### config.mk
export PLATFORM = sky130hd
export DESIGN_NAME = snake_game_sequencer
export DESIGN_NICKNAME = d
export VERILOG_FILES = /design/src/rtl/snake_pkg.sv /design/src/rtl/snake_game_sequencer_dir_queue.sv /design/src/rtl/snake_game_sequencer.sv
export SDC_FILE = /design/constraint.sdc
export NUM_CORES = 1
export LEC_CHECK = 0
export BUFFER_PORTS_ARGS = -buffer_cell sky130_fd_sc_hd__clkbuf_2
export CELL_PAD_IN_SITES_DETAIL_PLACEMENT = 0
export CELL_PAD_IN_SITES_GLOBAL_PLACEMENT = 1
export CORE_MARGIN = 3
export CORE_UTILIZATION = 25
export CTS_BUF_LIST = sky130_fd_sc_hd__clkbuf_4
export DETAILED_ROUTE_END_ITERATION = 10
export PLACE_DENSITY = 0.53
export SYNTH_ARGS = -nofsm -noshare
export SYNTH_HDL_FRONTEND = slang
export SYNTH_SLANG_ARGS = --single-unit
### constraint.sdc
create_clock -name clk -period 3.2 [get_ports clk]
set_input_delay 0.32 -clock clk [delete_from_list [all_inputs] [get_ports clk]]
set_output_delay 0.32 -clock clk [all_outputs]
set_load 0.02 [all_outputs]
### src/rtl/snake_pkg.sv
// Shared encodings and helpers for the snake game sequencer.
// The speed-up period helper is only referenced when SNAKE_SPEEDUP_EN is defined.
package snake_pkg;

  localparam int CNT_W = 24;

  typedef enum logic [1:0] {
    DIR_UP    = 2'b00,
    DIR_DOWN  = 2'b01,
    DIR_LEFT  = 2'b10,
    DIR_RIGHT = 2'b11
  } dir_t;

  typedef enum logic [1:0] {
    ST_START   = 2'b00,
    ST_PLAY    = 2'b01,
    ST_DIE     = 2'b10,
    ST_RESTART = 2'b11
  } status_t;

  function automatic dir_t opposite(input dir_t d);
    case (d)
      DIR_UP:   opposite = DIR_DOWN;
      DIR_DOWN: opposite = DIR_UP;
      DIR_LEFT: opposite = DIR_RIGHT;
      default:  opposite = DIR_LEFT;
    endcase
  endfunction

  // Move period shrinks with length; the floor is checked before subtracting so it never wraps.
  function automatic logic [CNT_W-1:0] calc_period(input logic [CNT_W-1:0] base,
                                                   input logic [CNT_W-1:0] step,
                                                   input logic [CNT_W-1:0] pmin,
                                                   input logic [6:0]       len);
    logic [6:0]       extra;
    logic [CNT_W-1:0] red;
    extra = (len < 7'd3) ? 7'd0 : len - 7'd3;
    red   = step * {{(CNT_W-7){1'b0}}, extra};
    if (base <= pmin || red >= base - pmin) calc_period = pmin;
    else                                    calc_period = base - red;
  endfunction

endpackage

### src/rtl/snake_game_sequencer_dir_queue.sv
// Two-entry direction FIFO with the reversal/duplicate filter applied on push.
// Push has no ready: a press that fails the filter or finds no room is silently dropped.
module snake_dir_queue
  import snake_pkg::*;
(
  input  logic clk,
  input  logic reset,
  input  logic push,
  input  dir_t push_dir,
  input  logic pop,
  input  logic flush,
  input  dir_t cur_dir,
  output dir_t head,
  output logic empty,
  output logic full
);

  dir_t       slot0, slot1, slot0_n, slot1_n, ref_dir;
  logic [1:0] count, count_n, count_pop;
  logic       do_pop, accept;

  // A pop never changes the reference: the popped entry becomes cur_dir.
  always_comb begin
    ref_dir = cur_dir;
    if (count == 2'd2)      ref_dir = slot1;
    else if (count == 2'd1) ref_dir = slot0;
    do_pop    = pop && (count != 2'd0);
    count_pop = count - {1'b0, do_pop};
    accept    = push && (push_dir != ref_dir) && (push_dir != opposite(ref_dir))
                && (count_pop != 2'd2);
    slot0_n   = do_pop ? slot1 : slot0;
    slot1_n   = slot1;
    count_n   = count_pop;
    if (accept) begin
      if (count_pop == 2'd0) slot0_n = push_dir;
      else                   slot1_n = push_dir;
      count_n = count_pop + 2'd1;
    end
    if (flush) count_n = 2'd0;
  end

  always_ff @(posedge clk) begin
    if (!reset) begin
      count <= 2'd0;
      slot0 <= DIR_RIGHT;
      slot1 <= DIR_RIGHT;
    end else begin
      count <= count_n;
      slot0 <= slot0_n;
      slot1 <= slot1_n;
    end
  end

  assign head  = slot0;
  assign empty = (count == 2'd0);
  assign full  = (count == 2'd2);

endmodule

### src/rtl/snake_game_sequencer.sv
// Game-loop sequencer: move tick, buffered direction keys, death flash and restart.
// Define SNAKE_SPEEDUP_EN to make the move period shrink with snake length.
module snake_game_sequencer
  import snake_pkg::*;
#(
  parameter logic [CNT_W-1:0] TICK_BASE     = 24'd2_500_000,
  parameter logic [CNT_W-1:0] TICK_STEP     = 24'd50_000,
  parameter logic [CNT_W-1:0] TICK_MIN      = 24'd750_000,
  parameter logic [CNT_W-1:0] FLASH_PERIOD  = 24'd12_500_000,
  parameter logic [7:0]       FLASH_TOGGLES = 8'd6
) (
  input  logic       clk,
  input  logic       reset,
  input  logic       left_press,
  input  logic       right_press,
  input  logic       up_press,
  input  logic       down_press,
  input  logic [6:0] len,
  input  logic       hit_wall,
  input  logic       hit_body,
  output logic       move_tick,
  output logic [1:0] dir,
  output logic [1:0] game_status,
  output logic       die_flash,
  output logic       restart
);

  status_t          status, status_n;
  dir_t             dir_q, press_dir, q_head;
  logic [CNT_W-1:0] tick_cnt, period_q, period_next, flash_cnt;
  logic [7:0]       toggle_cnt;
  logic             press_any, push_en, flush, collide, tick_due, tick;
  logic             flash_due, last_toggle, q_empty, unused_q_full;

`ifdef SNAKE_SPEEDUP_EN
  assign period_next = calc_period(TICK_BASE, TICK_STEP, TICK_MIN, len);
`else
  logic unused_cfg;
  assign period_next = TICK_BASE;
  assign unused_cfg  = ^{len, TICK_STEP, TICK_MIN};
`endif

  always_comb begin
    press_any = up_press | down_press | left_press | right_press;
    press_dir = DIR_RIGHT;
    if (up_press)        press_dir = DIR_UP;
    else if (down_press) press_dir = DIR_DOWN;
    else if (left_press) press_dir = DIR_LEFT;
    collide     = (status == ST_PLAY) && (hit_wall | hit_body);
    tick_due    = (status == ST_PLAY) && (tick_cnt == period_q - 24'd1);
    tick        = tick_due && !collide;
    flash_due   = (status == ST_DIE) && (flash_cnt == FLASH_PERIOD - 24'd1);
    last_toggle = flash_due && (toggle_cnt == FLASH_TOGGLES - 8'd1);
    push_en     = press_any && ((status == ST_START) || (status == ST_PLAY));
    flush       = collide || (status == ST_RESTART);
    restart     = (status == ST_RESTART);
    status_n    = status;
    case (status)
      ST_START:   if (press_any)   status_n = ST_PLAY;
      ST_PLAY:    if (collide)     status_n = ST_DIE;
      ST_DIE:     if (last_toggle) status_n = ST_RESTART;
      ST_RESTART:                  status_n = ST_START;
      default:                     status_n = ST_START;
    endcase
  end

  always_ff @(posedge clk) begin
    if (!reset) begin
      status     <= ST_START;
      move_tick  <= 1'b0;
      dir_q      <= DIR_RIGHT;
      die_flash  <= 1'b0;
      tick_cnt   <= '0;
      period_q   <= TICK_BASE;
      flash_cnt  <= '0;
      toggle_cnt <= '0;
    end else begin
      status    <= status_n;
      move_tick <= tick;
      if (tick && !q_empty)          dir_q <= q_head;
      else if (status == ST_RESTART) dir_q <= DIR_RIGHT;
      if (status == ST_PLAY && !collide && !tick_due) tick_cnt <= tick_cnt + 24'd1;
      else                                            tick_cnt <= '0;
      // The period is latched per interval so a len change only affects the next one.
      if (status == ST_START || tick) period_q <= period_next;
      if (status == ST_DIE) begin
        if (flash_due) begin
          flash_cnt  <= '0;
          toggle_cnt <= toggle_cnt + 8'd1;
          die_flash  <= last_toggle ? 1'b0 : ~die_flash;
        end else begin
          flash_cnt  <= flash_cnt + 24'd1;
        end
      end else begin
        flash_cnt  <= '0;
        toggle_cnt <= '0;
        die_flash  <= 1'b0;
      end
    end
  end

  snake_dir_queue u_dir_queue (
    .clk      (clk),
    .reset    (reset),
    .push     (push_en),
    .push_dir (press_dir),
    .pop      (tick),
    .flush    (flush),
    .cur_dir  (dir_q),
    .head     (q_head),
    .empty    (q_empty),
    .full     (unused_q_full)
  );

  assign dir         = dir_q;
  assign game_status = status;

endmodule

; ---- Yosys cells after proc, flatten, opt, wreduce, memory -nomap -nowiden
; Cells that the tools add are included.
[classes]
addsub = 5
muxes = 17
bitwise = 8
n_reduce_logical = 30
n_eq_ne = 16
[op_table]
columns = op, n
row1 = $add A24 B1 Y24 const B, 2
row2 = $mux W2, 13
row3 = $eq A24 B22 Y1 const B, 1
row4 = $eq A24 B24 Y1 const B, 1
row5 = $logic_and A1 B1 Y1, 13
row6 = $add A8 B1 Y8 const B, 1
row7 = $eq A2 B2 Y1 const B, 4
row8 = $eq A8 B3 Y1 const B, 1
row9 = $logic_not A2 Y1, 4
row10 = $ne A2 B2 Y1 const B, 4
row11 = $pmux W2 S4, 1
row12 = $eq A2 B1 Y1 const B, 3
row13 = $pmux W2 S3, 1
row14 = $reduce_and A2 Y1, 3
row15 = $ne A2 B2 Y1, 2
row16 = $not A1 Y1, 4
row17 = $or A1 B1 Y1, 4
row18 = $reduce_bool A2 Y1, 2
row19 = $logic_not A1 Y1, 3
row20 = $reduce_and A3 Y1, 1
row21 = $reduce_or A3 Y1, 1
row22 = $add A2 B1 Y2 const B, 1
row23 = $logic_or A1 B1 Y1, 2
row24 = $mux W1, 2
row25 = 2 further kinds, 2
[word_totals]
register_bits = 68
in_bits = 15
out_inout_bits = 7
elab_cells = 86

; ---- Longest topological paths before layout
; Gate-level depths: netlist of the first run.
[logic_depth]
word_depth = 9
ltp_mapped = 11
depth_no_buf = 11

; ---- Cells and area by module
; Synthesis of the first run repeated with hierarchy kept, for this count alone.
[unflattened]
hier_cells = 420
hier_area_um2 = 3563.4
[modules_own_cells]
columns = module, area_per_inst_um2, instances, cells_each, seq_area_each_um2
row1 = snake_game_sequencer, 3076.7, 1, 364, 1241.2
row2 = snake_dir_queue, 486.7, 1, 56, 120.1

; ---- Worst setup path before layout of the first run
; OpenSTA, ideal clock, no wires.
[synth_timing]
kind = register -> register
from = reg tick_cnt[15]
to = reg u_dir_queue.count[1]
t_arrival_ps = 2416
setup_ps = 131
path_buffers = 0
stages_incl_launch_ff = 10
setup_slack_ps = 653
required_time_ps = 3069
synth_period_minus_slack_ps = 2547
cell_sequence = dfxtp_1 > or4_1 > or3_1 > nor4_1 > ha_1 > o21bai_1 > nor4_1 > mux2i_1 > xnor2_1 > nor3_1
[synth_via]
elab_chain_cells = 8
word_cells_on_any_way = 9
cone_classes = add/sub (2) / eq/ne (2) / mux (1) / reduce/logical (4)
[synth_lines]
columns = item, line
row1 = "start, declared", snake_game_sequencer.sv:30  ; logic [CNT_W-1:0] tick_cnt, period_q, period_next, flash_cnt;
row2 = "start signal, assigned", snake_game_sequencer.sv:82  ; if (status == ST_PLAY && !collide && !tick_due) tick_cnt <= tick_cnt + 24'd1;
row3 = $eq A24 B22 Y1 (*), snake_game_sequencer.sv:50  ; tick_due = (status == ST_PLAY) && (tick_cnt == period_q - 24'd1);
row4 = $logic_and A1 B1 Y1 (*), snake_game_sequencer.sv:50
row5 = $logic_and A1 B1 Y1 (*), snake_game_sequencer.sv:51  ; tick = tick_due && !collide;
row6 = $logic_and A1 B1 Y1 (*), snake_game_sequencer_dir_queue.sv:27  ; do_pop = pop && (count != 2'd0);
row7 = $sub A2 B1 Y2 (*), snake_game_sequencer_dir_queue.sv:28  ; count_pop = count - {1'b0, do_pop};
row8 = "parallel branches: the longest is 2 deep, another holds $add A2 B1 Y2", --
row9 = $mux W2 (*), snake_game_sequencer_dir_queue.sv:34  ; if (accept) begin
row10 = "end signal, assigned", snake_game_sequencer_dir_queue.sv:48  ; count <= count_n;
row11 = "end, declared", snake_game_sequencer_dir_queue.sv:19  ; logic [1:0] count, count_n, count_pop;
; Mark *: on every way between the ends.
; A chain may end at the register's enable or synchronous reset.

; ---- Worst setup path in the final report of the first run
; Ends and elaborated chain as after synthesis.

==> results.md, run 1 <==
* Outcome: finished, final reports clean
* CTS Buf Count at 9
* Routed via count at between 2000 and 3000
* Layout area overhead at 10.43%
* Clock skew at 0.01213 ns
* H-tree Lvls at 3
* Critical Path AT at 3.16 ns
* Die extent in x at 120.4 microns
* Initial antenna violation count at 1
* FF+latch count, synth at 68
* Sw frac at 31.32%
* Share of the synthesized area in the top cell type at 41.57%
* Core area at between 10000 and 15000 sq um
* Synth async-reset ratio at 0%
* WHS Path Cells at 2
* GRT Overall Usage at 10.66%
* Largest net degree at the start of global routing at 25
* Critical path type: flop to flop
* Worst Hold Class: input pin to flop
* Final Hold Viols at 0
* Post-CTS setup buffer count at 0
* Final setup vio count at 0
* CP Launch Type: flop
* Yosys warning count at 0
* Sink Count at 68
* Logic pwr share at 20.0%
* Final ANT Viol Nets at 0
* CTS tree: yes
* Syn avg cell area at 8.640 sq um
* Leak Pwr at 0.001129 uW
* Max_slew headroom at around three fifths
* Cell Pwr Density at between 400 and 500 nW/um^2
* Clock share of power at a little over a quarter
* CP Capture Type: flop
* Cell area after layout at 3616 sq um
* RSZ-0062 raised after global routing: false
* Fin nets at between 400 and 500
* Synth top cells by count: 72 x nor2_1, 68 x dfxtp_1, 28 x xnor2_1
* VDD IR max at 0.1943 mV
* Clock Latency Late Sink at approximately 0.41 ns
* Switching pwr at roughly 540 uW
* Root Driver: clkbuf_4
* Cell with the most instances after synthesis: nor2_1
* # rows at 41
* Worst-margin pin slew at 0.6128 ns
* Count of cell types in the netlist at 45
* Io pins at 22
* Vias in the first global route at approximately 2500
* Hold wc startpoint: up_press
* Hold endpoint: u_dir_queue.slot1[1]
* Top cells by area, synth: dfxtp_1 42%, nor2_1 8.3%, xnor2_1 7.5%
* Final Power at 1735 uW
* Fmax at 352.7 MHz
* Post-DP Area at roughly 3500 sq um
* Flop pwr share at 53.8%
* Vias per inst at around 4.5
* Cell Area, Synth at 3274 sq um
* Area leader, netlist: dfxtp_1
* Critical R2R Capture: u_dir_queue.count[1]
* Synth Instances at 379
* Avg WL per Cell at between 10 and 15 microns
* Top_reg_cell synth: dfxtp_1
* Port bufs at 14
* Drt pass-1 iters at 4
* Reg area at 1361 sq um
* WL final at 7.081 mm
* First-pass GRT wire length at 12.33 mm
* Initial Utilization at 25.74%
* Max Buffers Root-to-Sink at 2
* Clk slew on worst S/H paths at 0.11 ns
* Clock period minus worst slack at 2.835 ns
* Share of cells above drive strength 1 at 9.500%
* Die ar. at 14510 sq um
* CTS Hold Bufs at 0
* Post-cts resize count at 0
* Post-synth EDFFs at 0
* R2r setup slk at 0.36 ns
* R2r worst-path depth at 9
* Setup TNS Final at 0 ns
* Syn nets at 403
* Worst r2r src: tick_cnt[15]
* GPL Wtd Cong at 0.7741
* Total grt overflow at 0
* Max Cap Violations at 0
* Final HPWL DP at 5.076 mm
* Final period util at 88.61%
* Drt drc at 0
* Required @ worst endpoint at 3.53 ns
* Internal power at ~1200 uW
* Fin. max-slew vios at 0
* Post-Layout Cell Count at about 570
* # placed instances at between 500 and 600
* Sequential-to-total area share from yosys stat at 41.57%
* DIE HEIGHT at ~120 microns
* Crit path max fanout at 5
* Initial DRC count at ~100
* Footprint of the multi-input gates at 1797 sq um
* Final-layout fill cell count at 1430
## routing by layer
layer / share of wire (%) / GRT usage [%] / up-vias / wire, microns
li1: - / - / 1346 / -
met1: 51 / 14.77 / 1202 / 3614
met2: 44 / 15.23 / 31 / 3110
met3: 3.6 / 3.368 / 8 / 255
met4: 1.4 / 4.462 / 0 / 100
met5: 0 / 0 / - / 0
## through the flow
step,hold WS [ns],setup slack [ns],utilization [%]
final,0.1990,0.3646,28.42
after global placement,0.4352,0.3611,27.63
after CTS,0.1650,0.3271,28.40
after floorplan,0.4175,0.6530,-
after global routing,0.1895,0.1086,28.42
after detailed placement,0.4419,0.3709,27.63
## registers in the layout, indices dropped and copies added, names as in the netlist
register / cells
flash_cnt: 24
tick_cnt: 24
toggle_cnt: 8
dir: 2
game_status: 2
u_dir_queue.count: 2
u_dir_queue.head: 2
u_dir_queue.slot1: 2
die_flash: 1
move_tick: 1
## cell type report
cell class,count,area share (%)
inverters,15,1.557
clock buffers,11,2.284
diodes,1,0.06920
well taps,172,5.952
multi-input cells,287,49.69
clock inverters,3,0.4498
repair buffers,16,2.353
flip-flops and latches,68,37.65
## logic make-up (layout without fill, tap and decap cells)
logic type | Yosys count | count (layout) | synth area share [%]
simple gates | 193 | 193 | 30.34
flops | 68 | 68 | 41.57
xor+xnor | 52 | 52 | 13.91
compound gates | 28 | 28 | 5.655
buf+inv | 24 | 45 | 3.553
fa+ha+maj | 9 | 9 | 3.439
mux | 5 | 5 | 1.529
other cells | 0 | 1 | 0
## critical path, cell delays in order, from the launching register on
cell	delay (ns)
dfxtp_1	0.37
or4_1	0.50
or3_1	0.40
nor4_1	0.28
ha_1	0.31
o21bai_1	0.22
nor4_1	0.19
mux2i_1	0.19
xnor2_1	0.18
nor3_1	0.12
## power by group through the flow
stage               Clock, uW  Sequential, uW  Combinational [uW]
floorplan                   0             956                 263
global placement            0             951                 352
detailed placement          0             952                 355
CTS                       493             933                 357
global route              529             942                 401
finish                    456             933                 347
## layout by cell type, fill, tap and decap left out, types with 12 or more instances in the layout
master / count
nor2_1: 72
nor3_1: 12
xnor2_1: 28
xor2_1: 24
clkbuf_2: 14
inv_1: 15
nand3_1: 24
nand2_1: 25
dfxtp_1: 68
nand4_1: 14
## worst max path at each step
| stage | start | endpoint | slack [ns] | depth (start not counted) |
|---|---|---|---|---|
| after CTS | tick_cnt[15] | u_dir_queue.count[1] | 0.33 | 9 |
| after global placement | tick_cnt[15] | u_dir_queue.count[1] | 0.36 | 9 |
| after floorplan | tick_cnt[15] | u_dir_queue.count[1] | 0.65 | 9 |
| final | tick_cnt[15] | u_dir_queue.count[1] | 0.36 | 9 |
| after detailed placement | tick_cnt[15] | u_dir_queue.count[1] | 0.37 | 9 |
| after global routing | tick_cnt[15] | u_dir_queue.count[1] | 0.11 | 9 |
Power figures use the tool's default switching activity.
==> inputs of run 2 (changes only) <==
- CTS_BUF_LIST: sky130_fd_sc_hd__clkbuf_4 -> not set
- RECOVER_POWER: not set -> 100
==> results.md, run 2 (synthesized netlist as in run 1, its figures left out) <==
* Share of cells above drive strength 1 at 6.500% (-3.0 points)
* Clock Latency Late Sink at 0.33 ns (-0.08 ns)
* Final-layout fill cell count at 1426 (-0.28%)
* Antenna Cells at 0 (-1)
* Final Power at 2152 uW (+24%)
* Max Cap Violations at 0 (unchanged)
* GPL Wtd Cong at 0.7741 (unchanged)
* # rows at 41 (unchanged)
* Crit path max fanout at 24 (+19)
* Sink Count at 68 (unchanged)
* R2r worst-path depth at 6 (-3)
* Routed via count at 2598 (+0.43%)
* First-pass GRT wire length at 12.41 mm (+0.67%)
* Final Hold Viols at 0 (unchanged)
* Root Driver: clkbuf_16
* RSZ-0062 raised after global routing: false
* Sw frac at 27.57% (-3.8 points)
* Die ar. at 14510 sq um (unchanged)
* Io pins at 22 (unchanged)
* Setup TNS Final at 0 ns (unchanged)
* Worst r2r src: flash_cnt[0]
* CTS tree: yes
* Hold endpoint: u_dir_queue.slot1[1]
* Fmax at 352.9 MHz (about the same)
* Post-CTS setup buffer count at 0 (unchanged)
* Flop pwr share at 43.4% (-10 points)
* CTS Buf Count at 9 (unchanged)
* Core area at 12720 sq um (unchanged)
* Clk slew on worst S/H paths at 0.05 ns (-0.06 ns)
* CP Buf/Inv Count at 0 (unchanged)
* Top Registers: flash_cnt: 24 flops, tick_cnt: 24 flops, toggle_cnt: 8 flops
* Final HPWL DP at 5.076 mm (unchanged)
* WHS Path Cells at 2 (unchanged)
* Most common cell after layout, fill and taps aside: nor2_1
* Drt pass-1 iters at 4 (unchanged)
* Largest net degree at the start of global routing at 25 (unchanged)
* VDD IR max at 0.2914 mV (+50%)
* Die extent in x at 120.4 microns (unchanged)
* Worst Hold Class: input pin to flop
* Initial antenna violation count at 0 (-1)
* Fin nets at 421 (unchanged)
* Max Buffers Root-to-Sink at 2 (unchanged)
* Logic pwr share at 15.7% (-4.3 points)
* Fin. max-slew vios at 0 (unchanged)
* Required @ worst endpoint at 3.38 ns (-0.15 ns)
* Vias per inst at 4.542 (+0.60%)
* Port bufs at 14 (unchanged)
* Critical path type: flop to flop
* Internal power at 1558 uW (+31%)
* Outcome: finished, final reports clean
* Avg WL per Cell at 12.53 microns (+1.4%)
* Final setup vio count at 0 (unchanged)
* Final ANT Viol Nets at 0 (unchanged)
* Post-cts resize count at 0 (unchanged)
* Switching pwr at 593.1 uW (+9.2%)
* Initial DRC count at 103 (unchanged)
* Worst path cell trace: ha_1, nand4_1, or4_1, nor2_1, or2_1, nor2_1
* Cell Pwr Density at 576.9 nW/um^2 (+20%)
* Crit path largest cell delay at 0.74 ns (+0.24 ns)
* Clock skew at 0.005913 ns (-0.006212 ns)
* H-tree Lvls at 3 (unchanged)
* Critical R2R Capture: flash_cnt[19]
* CP Capture Type: flop
* R2r setup slk at 0.37 ns (about the same)
* Max_slew headroom at 24.87% (-34 points)
* Critical Path AT at 3.01 ns (-0.15 ns)
* WL final at 7.165 mm (+1.2%)
* Final period util at 88.56% (about the same)
* Worst path top cell family by delay: simple AND/OR/NAND/NOR gates
* Most frequent cells in the layout: 73 x nor2_1, 68 x dfxtp_1, 28 x xnor2_1, 25 x nand2_1
* DIE HEIGHT at 120.4 microns (unchanged)
* Drt drc at 0 (unchanged)
* Initial Utilization at 25.74% (unchanged)
* Layout area overhead at 13.91%
* Hold wc startpoint: up_press
* Worst path most repeated cell: nor2_1
* Leak Pwr at 0.001144 uW (+1.3%)
* Clock period minus worst slack at 2.834 ns (-0.001522 ns)
* Vias in the first global route at 2540 (+0.28%)
* Total grt overflow at 0 (unchanged)
* Clock share of power at 40.8% (+14 points)
* GRT Overall Usage at 10.74% (+0.079 points)
* Worst path slowest cell: or2_1
* CP Launch Type: flop
* CTS Hold Bufs at 0 (unchanged)
* Worst-margin pin slew at 1.117 ns (+0.5039 ns)
[run 2: cell types whose count changed in the layout (fill, tap and decap cells not counted), sizes merged]
cell / before / now
clkbuf: 25 / 27
clkinv: 2 / 1
buf: 2 / 1
diode: 1 / 0
[run 2: worst max path at each step]
stage / startpoint / end / slack, ns / depth (start not counted)
final: flash_cnt[0] / flash_cnt[19] / 0.37 / 6
after global routing: flash_cnt[0] / flash_cnt[9] / 0.1 / 6
after CTS: tick_cnt[15] / u_dir_queue.count[1] / 0.34 / 9
after detailed placement: tick_cnt[15] / u_dir_queue.count[1] / 0.37 / 9
after global placement: tick_cnt[15] / u_dir_queue.count[1] / 0.36 / 9
after floorplan: tick_cnt[15] / u_dir_queue.count[1] / 0.65 / 9
[run 2: metal layers]
metal / up-vias / share of wire, % / GRT usage, %
met5: - / 0 / 0
met4: 0 / 2.2 / 5.737
met3: 10 / 3.1 / 2.806
met2: 30 / 43 / 15.23
met1: 1211 / 52 / 14.82
li1: 1347 / - / -
[run 2: through the flow]
step	worst slack [ns]	cell area [sq um]	util, %	hold slack, ns	instances
3_5_place_dp	0.3709	3515	27.63	0.4419	558
2_1_floorplan	0.6530	3274	-	0.4175	379
4_1_cts	0.3407	3774	29.66	0.2903	572
6_report	0.3661	3730	29.32	0.2902	572
3_3_place_gp	0.3611	3515	27.63	0.4352	558
5_1_grt	0.09900	3730	29.32	0.3339	572
[run 2: layout make-up]
type                       instances  area [sq um]  area share, %
sequential                        68          1361          36.50
clock inverter                     2         12.51         0.3355
inverter                          15         56.30          1.510
tap                              172         215.2          5.770
clock buffer                      12         246.5          6.609
timing repair buffer              16         73.82          1.979
multi-input combinational        287          1764          47.30
[run 2: power by group through the flow]
stage | Sequential (uW) | Clock [uW] | Combinational [uW]
2_1_floorplan | 956 | 0 | 263
3_3_place_gp | 951 | 0 | 352
3_5_place_dp | 952 | 0 | 355
4_1_cts | 935 | 916 | 357
5_1_grt | 942 | 946 | 391
6_report | 935 | 879 | 338
==> inputs of run 3 (changes only) <==
- CORE_ASPECT_RATIO: not set -> 1.75
==> results.md, run 3 (synthesized netlist as in run 1, its figures left out) <==
* Port bufs at 14 (unchanged)
* Initial antenna violation count at 0 (unchanged)
* Setup TNS Final at 0 ns (unchanged)
* Post-CTS setup buffer count at 0 (unchanged)
* Logic pwr share at 15.3% (-0.4 points)
* Clock period minus worst slack at 2.796 ns (-0.03785 ns)
* Final Hold Viols at 0 (unchanged)
* Max Cap Violations at 0 (unchanged)
* GRT Overall Usage at 11.42% (+0.69 points)
* Core area at 12630 sq um (-0.69%)
* Fin nets at 423 (+0.48%)
* Core Util, Final at 29.90% (+0.58 points)
* Post-cts resize count at 0 (unchanged)
* CTS Hold Bufs at 0 (unchanged)
* Share of cells above drive strength 1 at 7.426% (+0.93 points)
* Fin. max-slew vios at 0 (unchanged)
* CP Launch Type: flop
* Clk slew on worst S/H paths at 0.06 ns (about the same)
* Leak Pwr at 0.001166 uW (+1.9%)
* Final period util at 87.38% (-1.2 points)
* Crit path max fanout at 5 (-79%)
* H-tree Lvls at 3 (unchanged)
* Die extent in x at 92.51 microns (-23%)
* Clock Latency Late Sink at 0.33 ns (about the same)
* Critical Path AT at 3.05 ns (+0.04 ns)
* Layout area overhead at 15.36%
* Die ar. at 14560 sq um (+0.37%)
* Final-layout fill cell count at 1393 (-2.3%)
* Vias in the first global route at 2697 (+6.2%)
* CTS Buf Count at 9 (unchanged)
* Root Driver: clkbuf_16
* WL final at 7.601 mm (+6.1%)
* Sw frac at 28.32% (+0.75 points)
* Outcome: finished, final reports clean
* Total grt overflow at 0 (unchanged)
* VDD IR max at 0.2268 mV (-22%)
* DIE HEIGHT at 157.4 microns (+31%)
* Flop pwr share at 41.0% (-2.4 points)
* Drt drc at 0 (unchanged)
* Max Buffers Root-to-Sink at 2 (unchanged)
* CP Capture Type: flop
* Routed via count at 2644 (+1.8%)
* Fmax at 357.6 MHz (+1.4%)
* Worst Hold Class: input pin to flop
* Top Registers: flash_cnt: 24 flops, tick_cnt: 24 flops, toggle_cnt: 8 flops
* CTS tree: yes
* Initial DRC count at 79 (-23%)
* Sink Count at 68 (unchanged)
* Cell Pwr Density at 602.5 nW/um^2 (+4.4%)
* Most common cell after layout, fill and taps aside: nor2_1
* Required @ worst endpoint at 3.45 ns (+0.07 ns)
* Avg WL per Cell at 13.29 microns (+6.1%)
* Largest net degree at the start of global routing at 25 (unchanged)
* # rows at 54 (+32%)
* Clock share of power at 43.8% (+3.0 points)
* RSZ-0062 raised after global routing: false
* Vias per inst at 4.622 (+1.8%)
* Final HPWL DP at 5.682 mm (+12%)
* Final setup vio count at 0 (unchanged)
* Switching pwr at 644.5 uW (+8.7%)
* Most frequent cells in the layout: 73 x nor2_1, 68 x dfxtp_1, 28 x xnor2_1, 25 x nand2_1
* Initial Utilization at 25.92% (+0.18 points)
* Clock skew at 0.007034 ns (+0.001121 ns)
* Drt pass-1 iters at 4 (unchanged)
* Antenna Cells at 0 (unchanged)
* Final ANT Viol Nets at 0 (unchanged)
* Max_slew headroom at 31.09% (+6.2 points)
* Worst-margin pin slew at 1.024 ns (-0.09243 ns)
* Io pins at 22 (unchanged)
* First-pass GRT wire length at 13.07 mm (+5.3%)
* Internal power at 1632 uW (+4.7%)
* Critical path type: flop to flop
* GPL Wtd Cong at 0.7441 (-3.9%)
[run 3: cell count changes in the layout (fill, tap and decap cells not counted)]
cell,before,now
clkinv_4,0,2
bufinv_16,0,1
clkbuf_2,8,7
clkinvlp_4,1,2
clkbuf_8,1,0
buf_4,1,2
inv_6,0,1
[run 3: worst max-delay path, cell delays in order (launching register included)]
cell and delay, ns:
dfxtp_1 0.35, or4_1 0.50, or3_1 0.40, nor4_1 0.28, ha_1 0.30, o21bai_1 0.21
nor4_1 0.19, mux2i_1 0.19, xnor2_1 0.17, nor3_1 0.13
[run 3: area by class of cell]
cell class / instances / area, sq um / area share, %
clock inverters: 7 / 76.32 / 2.021
well taps: 168 / 210.2 / 5.565
flip-flops and latches: 68 / 1361 / 36.04
clock buffers: 9 / 225.2 / 5.962
inverters: 15 / 56.30 / 1.491
multi-input cells: 287 / 1764 / 46.70
repair buffers: 18 / 83.83 / 2.219
[run 3: power by group through the flow]
stage | registers [uW] | logic [uW] | clock network, uW
floorplan | 956 | 263 | 0
global placement | 949 | 364 | 0
detailed placement | 953 | 367 | 0
CTS | 934 | 368 | 1040
global route | 942 | 399 | 1070
finish | 932 | 347 | 996
[run 3: routing by layer]
layer	wire length, microns	GRT usage (%)	vias to the layer above
met2	4222	21.43	24
li1	-	-	1345
met1	3035	12.04	1265
met4	131	4.890	0
met5	0	0	-
met3	211	2.582	10
[run 3: path summary, 6_finish.rpt]
kind | startpoint | endpoint | slack, ns | cells past startpoint
min | up_press | u_dir_queue.slot1[1] | 0.29 | 2
min reg2reg | flash_cnt[0] | flash_cnt[0] | 0.45 | 1
max | tick_cnt[15] | u_dir_queue.count[1] | 0.40 | 9
max reg2reg | tick_cnt[15] | u_dir_queue.count[1] | 0.40 | 9
[run 3: metrics by stage]
step / hold slack (ns) / setup slack, ns / instance area [sq um] / std cells / power, uW
3_3_place_gp: 0.4286 / 0.3860 / 3537 / 556 / 1314
6_report: 0.2949 / 0.4039 / 3777 / 572 / 2276
5_1_grt: 0.3036 / 0.01494 / 3777 / 572 / 2414
3_5_place_dp: 0.4357 / 0.3726 / 3537 / 556 / 1320
2_1_floorplan: 0.4175 / 0.6530 / 3274 / 379 / 1219
4_1_cts: 0.2877 / 0.3495 / 3839 / 572 / 2337
